`config.mk`:
```
export PLATFORM = sky130hd
export DESIGN_NAME = cc_level_sequencer_player_2
export DESIGN_NICKNAME = d
export VERILOG_FILES = /design/src/rtl/cc_level_sequencer_player_2.sv
export SDC_FILE = /design/constraint.sdc
export NUM_CORES = 1
export LEC_CHECK = 0
export CORE_MARGIN = 3
export CORE_UTILIZATION = 48
export CTS_BUF_LIST = sky130_fd_sc_hd__clkbuf_8
export CTS_CLUSTER_SIZE = 40
export DETAILED_ROUTE_END_ITERATION = 12
export GPL_ROUTABILITY_DRIVEN = 0
export PLACE_DENSITY = 0.81
export SLEW_MARGIN = 10
export SYNTH_ARGS = -nofsm -noshare
export SYNTH_HDL_FRONTEND = slang
export SYNTH_SLANG_ARGS = --single-unit
```
`constraint.sdc`:
```
create_clock -name CC_LEVEL_SEQUENCER_PLAYER_2_CLOCK_50 -period 2.7 [get_ports CC_LEVEL_SEQUENCER_PLAYER_2_CLOCK_50]
set_input_delay 0.54 -clock CC_LEVEL_SEQUENCER_PLAYER_2_CLOCK_50 [delete_from_list [all_inputs] [get_ports CC_LEVEL_SEQUENCER_PLAYER_2_CLOCK_50]]
set_output_delay 0.54 -clock CC_LEVEL_SEQUENCER_PLAYER_2_CLOCK_50 [all_outputs]
set_load 0.05 [all_outputs]
```
`src/rtl/cc_level_sequencer_player_2.sv`:
```
// Level sequencer: walks progress indices through three levels, fetching one
// obstacle row from the level ROM per scroll step and flagging level/game end.
module cc_level_sequencer_player_2 #(
  parameter int unsigned LEVEL_DATAHANDLER_DATAWIDTH = 8,
  parameter int unsigned CURRENTLEVEL_DATAWIDTH      = 3,
  parameter int unsigned LEVELPROGRESS_DATAWIDTH     = 5,
  parameter int unsigned LVL1_LENGTH                 = 10,
  parameter int unsigned LVL2_LENGTH                 = 15,
  parameter int unsigned LVL3_LENGTH                 = 20
) (
  input  logic                                   CC_LEVEL_SEQUENCER_PLAYER_2_CLOCK_50,
  input  logic                                   CC_LEVEL_SEQUENCER_PLAYER_2_RESET_InHigh,
  input  logic                                   CC_LEVEL_SEQUENCER_PLAYER_2_Start_In,
  input  logic                                   CC_LEVEL_SEQUENCER_PLAYER_2_Step_In,
  input  logic                                   CC_LEVEL_SEQUENCER_PLAYER_2_Pause_In,
  input  logic [LEVEL_DATAHANDLER_DATAWIDTH-1:0] CC_LEVEL_SEQUENCER_PLAYER_2_LevelData_InBus,
  output logic [CURRENTLEVEL_DATAWIDTH-1:0]      CC_LEVEL_SEQUENCER_PLAYER_2_CurrentLvl_OutBus,
  output logic [LEVELPROGRESS_DATAWIDTH-1:0]     CC_LEVEL_SEQUENCER_PLAYER_2_LvlProgress_OutBus,
  output logic [LEVEL_DATAHANDLER_DATAWIDTH-1:0] CC_LEVEL_SEQUENCER_PLAYER_2_ObstacleRow_OutBus,
  output logic                                   CC_LEVEL_SEQUENCER_PLAYER_2_RowValid_Out,
  output logic                                   CC_LEVEL_SEQUENCER_PLAYER_2_LevelDone_Out,
  output logic                                   CC_LEVEL_SEQUENCER_PLAYER_2_GameDone_Out,
  output logic                                   CC_LEVEL_SEQUENCER_PLAYER_2_DataErr_Out
);

  localparam int unsigned LW = CURRENTLEVEL_DATAWIDTH;
  localparam int unsigned PW = LEVELPROGRESS_DATAWIDTH;
  localparam int unsigned DW = LEVEL_DATAHANDLER_DATAWIDTH;

  typedef enum logic [2:0] {
    IDLE    = 3'd0,
    FETCH   = 3'd1,
    WAIT    = 3'd2,
    LVL_END = 3'd3,
    DONE    = 3'd4
  } state_t;

  state_t        stateReg, stateNext;
  logic [LW-1:0] lvlNext;
  logic [PW-1:0] progNext;
  logic [DW-1:0] rowNext;
  logic          rowValidNext, levelDoneNext, gameDoneNext, dataErrNext;
  logic [PW-1:0] levelLength;

  logic stepAccepted;
  assign stepAccepted = CC_LEVEL_SEQUENCER_PLAYER_2_Step_In & ~CC_LEVEL_SEQUENCER_PLAYER_2_Pause_In;

  // Last valid progress index of the level currently being played.
  always_comb begin
    levelLength = PW'(LVL1_LENGTH);
    case (CC_LEVEL_SEQUENCER_PLAYER_2_CurrentLvl_OutBus)
      LW'(4):  levelLength = PW'(LVL2_LENGTH);
      LW'(6):  levelLength = PW'(LVL3_LENGTH);
      default: levelLength = PW'(LVL1_LENGTH);
    endcase
  end

  always_ff @(posedge CC_LEVEL_SEQUENCER_PLAYER_2_CLOCK_50) begin
    if (CC_LEVEL_SEQUENCER_PLAYER_2_RESET_InHigh) begin
      stateReg                                       <= IDLE;
      CC_LEVEL_SEQUENCER_PLAYER_2_CurrentLvl_OutBus  <= '0;
      CC_LEVEL_SEQUENCER_PLAYER_2_LvlProgress_OutBus <= '0;
      CC_LEVEL_SEQUENCER_PLAYER_2_ObstacleRow_OutBus <= '0;
      CC_LEVEL_SEQUENCER_PLAYER_2_RowValid_Out       <= 1'b0;
      CC_LEVEL_SEQUENCER_PLAYER_2_LevelDone_Out      <= 1'b0;
      CC_LEVEL_SEQUENCER_PLAYER_2_GameDone_Out       <= 1'b0;
      CC_LEVEL_SEQUENCER_PLAYER_2_DataErr_Out        <= 1'b0;
    end else begin
      stateReg                                       <= stateNext;
      CC_LEVEL_SEQUENCER_PLAYER_2_CurrentLvl_OutBus  <= lvlNext;
      CC_LEVEL_SEQUENCER_PLAYER_2_LvlProgress_OutBus <= progNext;
      CC_LEVEL_SEQUENCER_PLAYER_2_ObstacleRow_OutBus <= rowNext;
      CC_LEVEL_SEQUENCER_PLAYER_2_RowValid_Out       <= rowValidNext;
      CC_LEVEL_SEQUENCER_PLAYER_2_LevelDone_Out      <= levelDoneNext;
      CC_LEVEL_SEQUENCER_PLAYER_2_GameDone_Out       <= gameDoneNext;
      CC_LEVEL_SEQUENCER_PLAYER_2_DataErr_Out        <= dataErrNext;
    end
  end

  // Start restarts from any state; pulses default low, everything else holds.
  always_comb begin
    stateNext     = stateReg;
    lvlNext       = CC_LEVEL_SEQUENCER_PLAYER_2_CurrentLvl_OutBus;
    progNext      = CC_LEVEL_SEQUENCER_PLAYER_2_LvlProgress_OutBus;
    rowNext       = CC_LEVEL_SEQUENCER_PLAYER_2_ObstacleRow_OutBus;
    rowValidNext  = 1'b0;
    levelDoneNext = 1'b0;
    gameDoneNext  = CC_LEVEL_SEQUENCER_PLAYER_2_GameDone_Out;
    dataErrNext   = CC_LEVEL_SEQUENCER_PLAYER_2_DataErr_Out;

    if (CC_LEVEL_SEQUENCER_PLAYER_2_Start_In) begin
      stateNext    = FETCH;
      lvlNext      = LW'(2);
      progNext     = PW'(1);
      gameDoneNext = 1'b0;
      dataErrNext  = 1'b0;
    end else begin
      case (stateReg)
        FETCH: begin
          rowNext      = CC_LEVEL_SEQUENCER_PLAYER_2_LevelData_InBus;
          rowValidNext = 1'b1;
          if (CC_LEVEL_SEQUENCER_PLAYER_2_LevelData_InBus == '0) dataErrNext = 1'b1;
          stateNext    = WAIT;
        end
        WAIT: begin
          if (stepAccepted) begin
            if (CC_LEVEL_SEQUENCER_PLAYER_2_LvlProgress_OutBus < levelLength) begin
              progNext  = CC_LEVEL_SEQUENCER_PLAYER_2_LvlProgress_OutBus + PW'(1);
              stateNext = FETCH;
            end else begin
              levelDoneNext = 1'b1;
              stateNext     = LVL_END;
            end
          end
        end
        LVL_END: begin
          if (CC_LEVEL_SEQUENCER_PLAYER_2_CurrentLvl_OutBus < LW'(6)) begin
            lvlNext   = CC_LEVEL_SEQUENCER_PLAYER_2_CurrentLvl_OutBus + LW'(2);
            progNext  = PW'(1);
            stateNext = FETCH;
          end else begin
            gameDoneNext = 1'b1;
            lvlNext      = '0;
            progNext     = '0;
            stateNext    = DONE;
          end
        end
        default: stateNext = stateReg;
      endcase
    end
  end

endmodule

```
# [After elaboration in Yosys (flattened, before gate mapping)]
# Cells that the tools add are included.
[word_totals] reg_bits=23 out_inout_bits=20 elab_cells=61
[classes] add_sub_neg=2 n_lt_le_gt_ge=2 eq_ne=9 muxes=16 bitwise=6 n_reduce_logical=15
[op_table] operator="5-bit one-hot mux with 2 select lines" n=2
[op_table] operator="5-bit 2-to-1 mux" n=2
[op_table] operator="2-bit AND reduction" n=5
[op_table] operator="3-bit 2-to-1 mux" n=3
[op_table] operator="3-bit one-hot mux with 3 select lines" n=1
[op_table] operator="8-bit zero test" n=1
[op_table] operator="3-bit by 2-bit == test with 1-bit output (second input constant)" n=2
[op_table] operator="3-bit == test (second input constant)" n=2
[op_table] operator="2-bit 2-to-1 mux" n=3
[op_table] operator="3-bit inequality test (second input constant)" n=2
[op_table] operator="3-bit AND reduction" n=2
[op_table] operator="3-bit nonzero test" n=2
[op_table] operator="5-bit by 1-bit adder with 5-bit output (second input constant)" n=1
[op_table] operator="5-bit less-than comparator" n=1
[op_table] operator="1-bit 2-to-1 mux" n=5
[op_table] operator="1-bit inverter" n=5
[op_table] operator="2-bit inequality test (second input constant)" n=2
[op_table] operator="2-bit nonzero test" n=2
[op_table] operator="4-bit nonzero test" n=1
[op_table] operator="4-bit OR reduction" n=1
[op_table] operator="3-bit by 2-bit adder with 3-bit output (second input constant)" n=1
[op_table] operator="3-bit by 1-bit == test with 1-bit output (second input constant)" n=1
[op_table] operator="3-bit less-than comparator (second input constant)" n=1
[op_table] operator="2-bit OR reduction" n=1
[op_table] operator="1-bit AND" n=1

# [Depth between registers and ports, before layout]
# Gate-level depths: netlist of the first run.
[depth] ltp_word=7 ltp_mapped=8 mapped_depth_nobuf=8

# [Worst setup path before layout of the first run]
# Ideal clock, no wire load.
[synth_timing] kind="flip-flop to flip-flop" from="reg CC_LEVEL_SEQUENCER_PLAYER_2_CurrentLvl_OutBus[1]" to="reg CC_LEVEL_SEQUENCER_PLAYER_2_LvlProgress_OutBus[1]" setup_time_ps=75 t_arrival_ps=2317 slack_ps=308 path_stages_with_launch=8 path_buffers=0 path_cell_list="dfxtp_1 > inv_1 > or2_2 > ha_1 > a21oi_1 > o221ai_2 > or4_1 > o22ai_1"
[synth_between] elab_chain_cells=5 word_cells_on_any_way=6
[synth_rtl] element="from (decl)" line_no="17" source="output logic [CURRENTLEVEL_DATAWIDTH-1:0] CC_LEVEL_SEQUENCER_PLAYER_2_CurrentLvl_OutBus,"
[synth_rtl] element="from (signal assigned)" line_no="70" source="CC_LEVEL_SEQUENCER_PLAYER_2_CurrentLvl_OutBus <= lvlNext;"
[synth_rtl] element="3-bit == test" line_no="51" source="case (CC_LEVEL_SEQUENCER_PLAYER_2_CurrentLvl_OutBus)"
[synth_rtl] element="5-bit one-hot mux with 2 select lines *" line_no="51"
[synth_rtl] element="5-bit less-than comparator *" line_no="107" source="if (CC_LEVEL_SEQUENCER_PLAYER_2_LvlProgress_OutBus < levelLength) begin"
[synth_rtl] element="2-bit inequality test (no line) *"
[synth_rtl] element="3-bit AND reduction (no line) *"
[synth_rtl] element="to (signal assigned)" line_no="71" source="CC_LEVEL_SEQUENCER_PLAYER_2_LvlProgress_OutBus <= progNext;"
[synth_rtl] element="to (decl)" line_no="18" source="output logic [LEVELPROGRESS_DATAWIDTH-1:0] CC_LEVEL_SEQUENCER_PLAYER_2_LvlProgress_OutBus,"
# Every way passes the cells marked *; elsewhere a longest branch is shown, timed or not.
# A chain may end at the register's enable or synchronous reset.

# [Worst setup path in the final report of the first run]
# Ends and elaborated chain as after synthesis.

==> reports/metrics.yaml, run 1 <==
power:
  power_leakage_nw: 0.542
  comb_power_share_pct: 14.9
  vdd_drop_max_v: 0.000399
  clockPowerShare_pct: 31.2
  pwr-share-seq_pct: 53.9
  p_sw_mw: 0.176
  power_switching_share_pct: 26.3
  power_density_mw_per_mm2: 445
  p_int_mw: 0.491
yosys:
  synth_seq_cells: 23
  ys.flop_type: "dfxtp_1"
  syn_nets: 147
  syn_area_per_cell_um2: 8.58
  synth_area_mm2: 0.00110
  synthArstFlopShare_pct: 0
  synth_edf_count: 0
  seq_area_frac_synth_pct: 41.9
  syn_inst: 128
  ys_warn_count: 0
  synth_cell_types: 35
floorplanning:
  ios: 33
  coreArea_mm2: 0.00206
  fp-row-count: 16
  floorplan.initialDensity_pct: 53.3
  dieWidth_um: 53.8
  dieArea_mm2: 0.00290
  die_h_um: 53.8
setup_path:
  required_ns: 2.89
  critPathLaunchType: "flop"
  cp.buffers_inverters: 1
  cp-end-kind: "flop"
  cp_max_fo: 8
  cp.arrival_ns: 2.42
  crit_type: "reg -> reg"
  slowest_stage: "or4_1"
  cpPeakStageDelay_ns: 0.50
  path_cells: "inv_1, or2_2, ha_1, a21oi_1, o221ai_2, or4_1, o22ai_1"
  crit_family: "simple AND/OR/NAND/NOR gates"
cts:
  clk_path_buf_depth: 2
  cts.sinks: 23
  cts_tree: "yes"
  cts_root_buf: "clkbuf_8"
  post-cts-setup-buffer-count: 0
  cts_buffers: 3
  cts_resized: 0
  cts.clk_slew.worst_paths_ns: 0.08
  hold_buffers: 0
  worst_skew_pair.late_latency_ns: 0.26
  htree_levels: 1
grt:
  grt_first_pass_wirelength_um: 4450
  grtUsageTotal_pct: 21.3
  grt_pass1_vias: 1018
  antenna_found_initial: 0
  grt_max_degree: 13
  grt-ovfl-total: 0
routing:
  post_drt_wl_per_cell_um: 14.3
  first_pass_iters: 4
  dr_total_vias: 1070
  initialDrtViolationCount: 31
  vias_per_cell: 5.66
  ant_nets: 0
  drt_wl_total_um: 2700
  drc: 0
layout:
  fin_nets: 182
  ff_latch_area_um2: 460
  multi_input_area_um2: 599
  stdcell_count: 189
  area_delta_synth_final_pct: 36.2
  final_area_mm2: 0.00150
  drive_gt1_share_pct: 4.94
  fillCellCount: 159
  antenna_cells: 0
sta:
  tightestPinTransition_ns: 0.565
  setup_tns_ns: 0
  setup_viol: 0
  finalHoldViolations: 0
  maxSlewHeadroom_pct: 62.2
  slew_viol_final: 0
  max_freq_mhz: 449
  fin_worst_skew_ns: 0.00360
  finalCritPeriodShare_pct: 82.5
  grt_setup_unrepaired: "no"
  period_needed_ns: 2.23
place:
  place_inst: 185
  dpl.hpwl_um: 2080
  placed_area_mm2: 0.00145
  portBuffers: 32
run:
  drv_cap: 0
status:
  status: "complete, no violations"
worst_hold_path:
  min_path_type: "reg -> reg"
==> per-stage QoR <==
stage	power [mW]	util [%]	worst slack (ns)	hold WS, ns
final	0.667	72.6	0.472	0.462
after CTS	0.669	72.6	0.468	0.466
after global placement	0.464	70.4	0.581	0.443
after global routing	0.694	72.6	0.304	0.483
after detailed placement	0.467	70.4	0.501	0.452
after floorplan	0.421	-	0.308	0.484
==> sequential cells by signal, summed over array words and instances, names as in the netlist <==
register                                        count
CC_LEVEL_SEQUENCER_PLAYER_2_ObstacleRow_OutBus      8
CC_LEVEL_SEQUENCER_PLAYER_2_RowValid_Out            1
CC_LEVEL_SEQUENCER_PLAYER_2_DataErr_Out             1
stateReg                                            3
CC_LEVEL_SEQUENCER_PLAYER_2_GameDone_Out            1
CC_LEVEL_SEQUENCER_PLAYER_2_LevelDone_Out           1
CC_LEVEL_SEQUENCER_PLAYER_2_CurrentLvl_OutBus       3
CC_LEVEL_SEQUENCER_PLAYER_2_LvlProgress_OutBus      5
==> cell usage in the layout, fill, tap and decap left out, drive strengths merged, types with 2 or more instances in the layout <==
| cell | n |
|---|---|
| or3 | 4 |
| or2 | 2 |
| buf | 2 |
| inv | 7 |
| nand3 | 4 |
| nor2 | 6 |
| clkdlybuf4s50 | 32 |
| ha | 6 |
| nand2 | 25 |
| clkbuf | 3 |
| nand3b | 2 |
| nor3 | 3 |
| nor2b | 2 |
| o21a | 2 |
| mux2i | 3 |
| a211oi | 4 |
| nand2b | 2 |
| a21oi | 13 |
| nor4 | 2 |
| dfxtp | 23 |
==> kinds of logic (layout without fill, tap and decap cells) <==
kind of cell / count (synthesis) / count (layout) / synth area share [%]
DFF: 23 / 23 / 41.9
AOI/OAI and AO/OA: 28 / 28 / 17.2
and+or+nand+nor: 57 / 57 / 26.8
adders and majority gates: 6 / 6 / 6.83
buffers and inverters: 10 / 44 / 3.53
muxes: 4 / 4 / 3.76
==> path summary, 6_finish.rpt <==
check                           slack, ns  cells after the start  from   end
worst max-delay path                 0.47                      7  flop  flop
worst min-delay path                 0.46                      2  flop  flop
worst max register to register       0.47                      7  flop  flop
worst min register to register       0.46                      2  flop  flop
==> tightest hold or removal path: stages (launching register included) <==
cell	delay, ns
dfxtp_1	0.32
nand2_1	0.05
a21oi_1	0.05
==> routing by layer <==
| metal | routed length, um | up-vias | global-route usage [%] |
|---|---|---|---|
| li1 | - | 528 | - |
| met1 | 1160 | 499 | 24.5 |
| met2 | 1320 | 39 | 37.5 |
| met3 | 199 | 4 | 5.54 |
| met4 | 15 | 0 | 7.66 |
| met5 | 0 | - | 0 |
==> synthesized netlist by cell type (all sizes together), types with 2 or more instances <==
cell | instances | area, um^2
nand3 | 4 | 20.0
nand3b | 2 | 15.0
clkbuf | 3 | 11.3
ha | 6 | 75.1
nand2b | 2 | 12.5
nand2 | 25 | 93.8
mux2i | 3 | 30.0
dfxtp | 23 | 460
nor2b | 2 | 12.5
or3 | 4 | 25.0
nor2 | 6 | 22.5
a21oi | 13 | 65.1
inv | 6 | 22.5
or2 | 2 | 12.5
nor4 | 2 | 12.5
nor3 | 3 | 15.0
a211oi | 4 | 30.0
o21a | 2 | 15.0
==> cell type report <==
cell class,instances,share of cell area (%)
clock buffers,3,2.76
multi-input cells,95,40.1
flip-flops and latches,23,30.8
inverters,6,1.51
repair buffers,34,22.4
well taps,27,2.26
clock inverters,1,0.251
==> power by group through the flow <==
stage / registers (mW) / logic (mW) / clock network (mW)
6_report: 0.360 / 0.0990 / 0.208
4_1_cts: 0.359 / 0.0994 / 0.210
2_1_floorplan: 0.389 / 0.0310 / 0
5_1_grt: 0.361 / 0.107 / 0.226
3_3_place_gp: 0.366 / 0.0976 / 0
3_5_place_dp: 0.367 / 0.0992 / 0
Power figures use the tool's default switching activity.
==> inputs of run 2 (changes only) <==
--- a/config.mk
+++ b/config.mk
@@ -6,12 +6,12 @@
 export NUM_CORES = 1
 export LEC_CHECK = 0
 export CORE_MARGIN = 3
-export CORE_UTILIZATION = 48
+export CORE_UTILIZATION = 43
 export CTS_BUF_LIST = sky130_fd_sc_hd__clkbuf_8
 export CTS_CLUSTER_SIZE = 40
 export DETAILED_ROUTE_END_ITERATION = 12
 export GPL_ROUTABILITY_DRIVEN = 0
-export PLACE_DENSITY = 0.81
+export PLACE_DENSITY = 0.77
 export SLEW_MARGIN = 10
 export SYNTH_ARGS = -nofsm -noshare
 export SYNTH_HDL_FRONTEND = slang
==> constraint.sdc (replaced) <==
create_clock -name CC_LEVEL_SEQUENCER_PLAYER_2_CLOCK_50 -period 1.85 [get_ports CC_LEVEL_SEQUENCER_PLAYER_2_CLOCK_50]
set_input_delay 0.37 -clock CC_LEVEL_SEQUENCER_PLAYER_2_CLOCK_50 [delete_from_list [all_inputs] [get_ports CC_LEVEL_SEQUENCER_PLAYER_2_CLOCK_50]]
set_output_delay 0.37 -clock CC_LEVEL_SEQUENCER_PLAYER_2_CLOCK_50 [all_outputs]
set_load 0.05 [all_outputs]
==> run 2 against run 1 <==
Effect of this change: the flow now finishes with violations (negative setup slack); non-clock buffer count rose by 18; highest routed layer unchanged; final cell count rose by 10%; worst setup slack got worse by 0.69 ns; largest cell class unchanged; sequential power rose by 43%; first-iteration DRC count rose by 23%; design area rose by 17%; via count rose by 9.0%; die area rose by 10%; combinational power rose by 79%; clock skew fell by 0.00068 ns.
==> reports/metrics.yaml, run 2 (synthesis results as in run 1) <==
sta:
  slew_viol_final: 0  # unchanged
  max_freq_mhz: 483  # +7.7%
  fin_worst_skew_ns: 0.00291  # -0.000682 ns
  setup_viol: 7  # +7
  period_needed_ns: 2.07  # -0.159 ns
  tightestPinTransition_ns: 0.837  # +0.272 ns
  hold_ws_ns: 0.461  # -0.000500 ns
  maxSlewHeadroom_pct: 43.6  # -19 points
  grt_setup_unrepaired: "yes"
  setup_ws_ns: -0.219  # -0.691 ns
  finalCritPeriodShare_pct: 112  # +29 points
  finalHoldViolations: 0  # unchanged
cts:
  cts.sinks: 23  # unchanged
  htree_levels: 1  # unchanged
  cts_tree: "yes"
  hold_buffers: 0  # unchanged
  cts_root_buf: "clkbuf_8"
  cts.clk_slew.worst_paths_ns: 0.08  # about the same
  cts_buffers: 3  # unchanged
  clk_path_buf_depth: 2  # unchanged
  worst_skew_pair.late_latency_ns: 0.27  # about the same
layout:
  area_delta_synth_final_pct: 59.1
  top_register: "CC_LEVEL_SEQUENCER_PLAYER_2_ObstacleRow_OutBus"
  final_common_cell: "buf_4"
  largest_register_ffs: 8  # unchanged
  antenna_cells: 0  # unchanged
  fin_nets: 200  # +9.9%
  largestRegisters: "CC_LEVEL_SEQUENCER_PLAYER_2_ObstacleRow_OutBus: 8 flops, CC_LEVEL_SEQUENCER_PLAYER_2_LvlProgress_OutBus: 5 flops"
  final_cell_mix: "buf_4 (32), nand2_1 (24), dfxtp_1 (20)"
  final_area_mm2: 0.00175  # +17%
  drive_gt1_share_pct: 33.3  # +28 points
  fillCellCount: 157  # -1.3%
worst_hold_path:
  holdPathStages: 2  # unchanged
  min_path_type: "reg -> reg"
grt:
  grt_pass1_vias: 1185  # +16%
  grt_max_degree: 14  # +1
  grt_first_pass_wirelength_um: 4980  # +12%
  grt_use_met2_pct: 34.3  # -3.2 points
  use_met3_pct: 6.44  # +0.90 points
  grt-ovfl-total: 0  # unchanged
  grt.busiest_layer: "met2"
  use_met1_pct: 21.9  # -2.7 points
  grtUsageTotal_pct: 19.2  # -2.1 points
  antenna_found_initial: 0  # unchanged
floorplanning:
  die_h_um: 56.5  # +5.0%
  dieArea_mm2: 0.00320  # +10%
  fp-row-count: 17  # +1
  coreArea_mm2: 0.00232  # +12%
  floorplan.initialDensity_pct: 47.4  # -5.9 points
  dieWidth_um: 56.5  # +5.0%
  ios: 33  # unchanged
status:
  violations: "negative setup slack"
  status: "finished with violations"
run:
  drv_cap: 0  # unchanged
place:
  placed_area_mm2: 0.00157  # +7.8%
  dpl.hpwl_um: 2240  # +7.5%
  portBuffers: 32  # unchanged
setup_path:
  critPathLaunchType: "flop"
  slowest_stage: "dfxtp_4"
  required_ns: 2.05  # -0.84 ns
  path_cells: "nand2b_4, or2_4, inv_4, ha_4, nand4_1, o221ai_4, buf_12, a211oi_1, mux2i_1"
  r2r_slack_ns: -0.22  # -0.69 ns
  cpPeakStageDelay_ns: 0.34  # -0.16 ns
  rr_worst_depth: 9  # +2
  crit_type: "reg -> reg"
  cp.arrival_ns: 2.27  # -0.15 ns
  cp_max_fo: 4  # -4
  cp-end-kind: "flop"
routing:
  drt_wl_total_um: 3310  # +23%
  first_pass_iters: 5  # +1
  ant_nets: 0  # unchanged
  drc: 0  # unchanged
  post_drt_wl_per_cell_um: 15.9  # +12%
  initialDrtViolationCount: 38  # +23%
  vias_per_cell: 5.61  # -0.98%
  dr_total_vias: 1166  # +9.0%
power:
  vdd_drop_max_v: 0.000519  # +30%
  power_leakage_nw: 0.672  # +24%
  power_density_mw_per_mm2: 576  # +29%
-- run 2: how the worst max path moves through the flow --
| stage | start | endpoint | slack (ns) | depth (start not counted) |
|---|---|---|---|---|
| floorplan | flop | flop | -0.16 | 5 |
| global placement | flop | flop | -0.09 | 8 |
| detailed placement | flop | flop | -0.14 | 8 |
| CTS | flop | flop | -0.15 | 8 |
| global route | flop | flop | -0.27 | 9 |
| finish | flop | flop | -0.22 | 9 |
-- run 2: repair_timing --
item	in CTS	in global routing
resized for setup	2	15
pin swaps	2	6
buffers inserted	1	3
endpoints found under the setup margin	7	7
-- run 2: cell type report --
class,instances,area [um^2],share of cell area (%)
timing repair buffer,52,453,25.9
tap,28,35.0,2.00
multi-input combinational,95,717,41.0
clock inverter,1,5.00,0.286
sequential,23,472,27.0
inverter,6,25.0,1.43
clock buffer,3,41.3,2.36
-- run 2: stage by stage --
step	cells	total power [mW]	TNS, ns	util, %	setup slack [ns]
after floorplan	128	0.611	-0.223	-	-0.159
after global placement	201	0.688	-0.126	67.5	-0.0875
after detailed placement	201	0.691	-0.356	67.5	-0.140
after CTS	206	1.01	-0.473	70.5	-0.153
after global routing	208	1.05	-1.69	75.4	-0.273
final	208	1.01	-1.24	75.4	-0.219
-- run 2: critical path: cells and delay by family (launching register included) --
| family | cells | cell delay, ns |
|---|---|---|
| muxes | 1 | 0.23 |
| AOI/OAI and AO/OA | 2 | 0.48 |
| adders and majority gates | 1 | 0.20 |
| buffers and inverters | 2 | 0.25 |
| and+or+nand+nor | 3 | 0.51 |
| DFF | 1 | 0.34 |
-- run 2: power breakdown --
group | internal, mW | switching, mW
sequential | 0.504 | 0.0109
clock | 0.151 | 0.164
combinational | 0.0737 | 0.103
-- run 2: layer usage --
layer	routed length [um]	share of wire (%)
met5	0	0
met4	82	2.5
met2	1610	49
met1	1360	41
met3	254	7.7
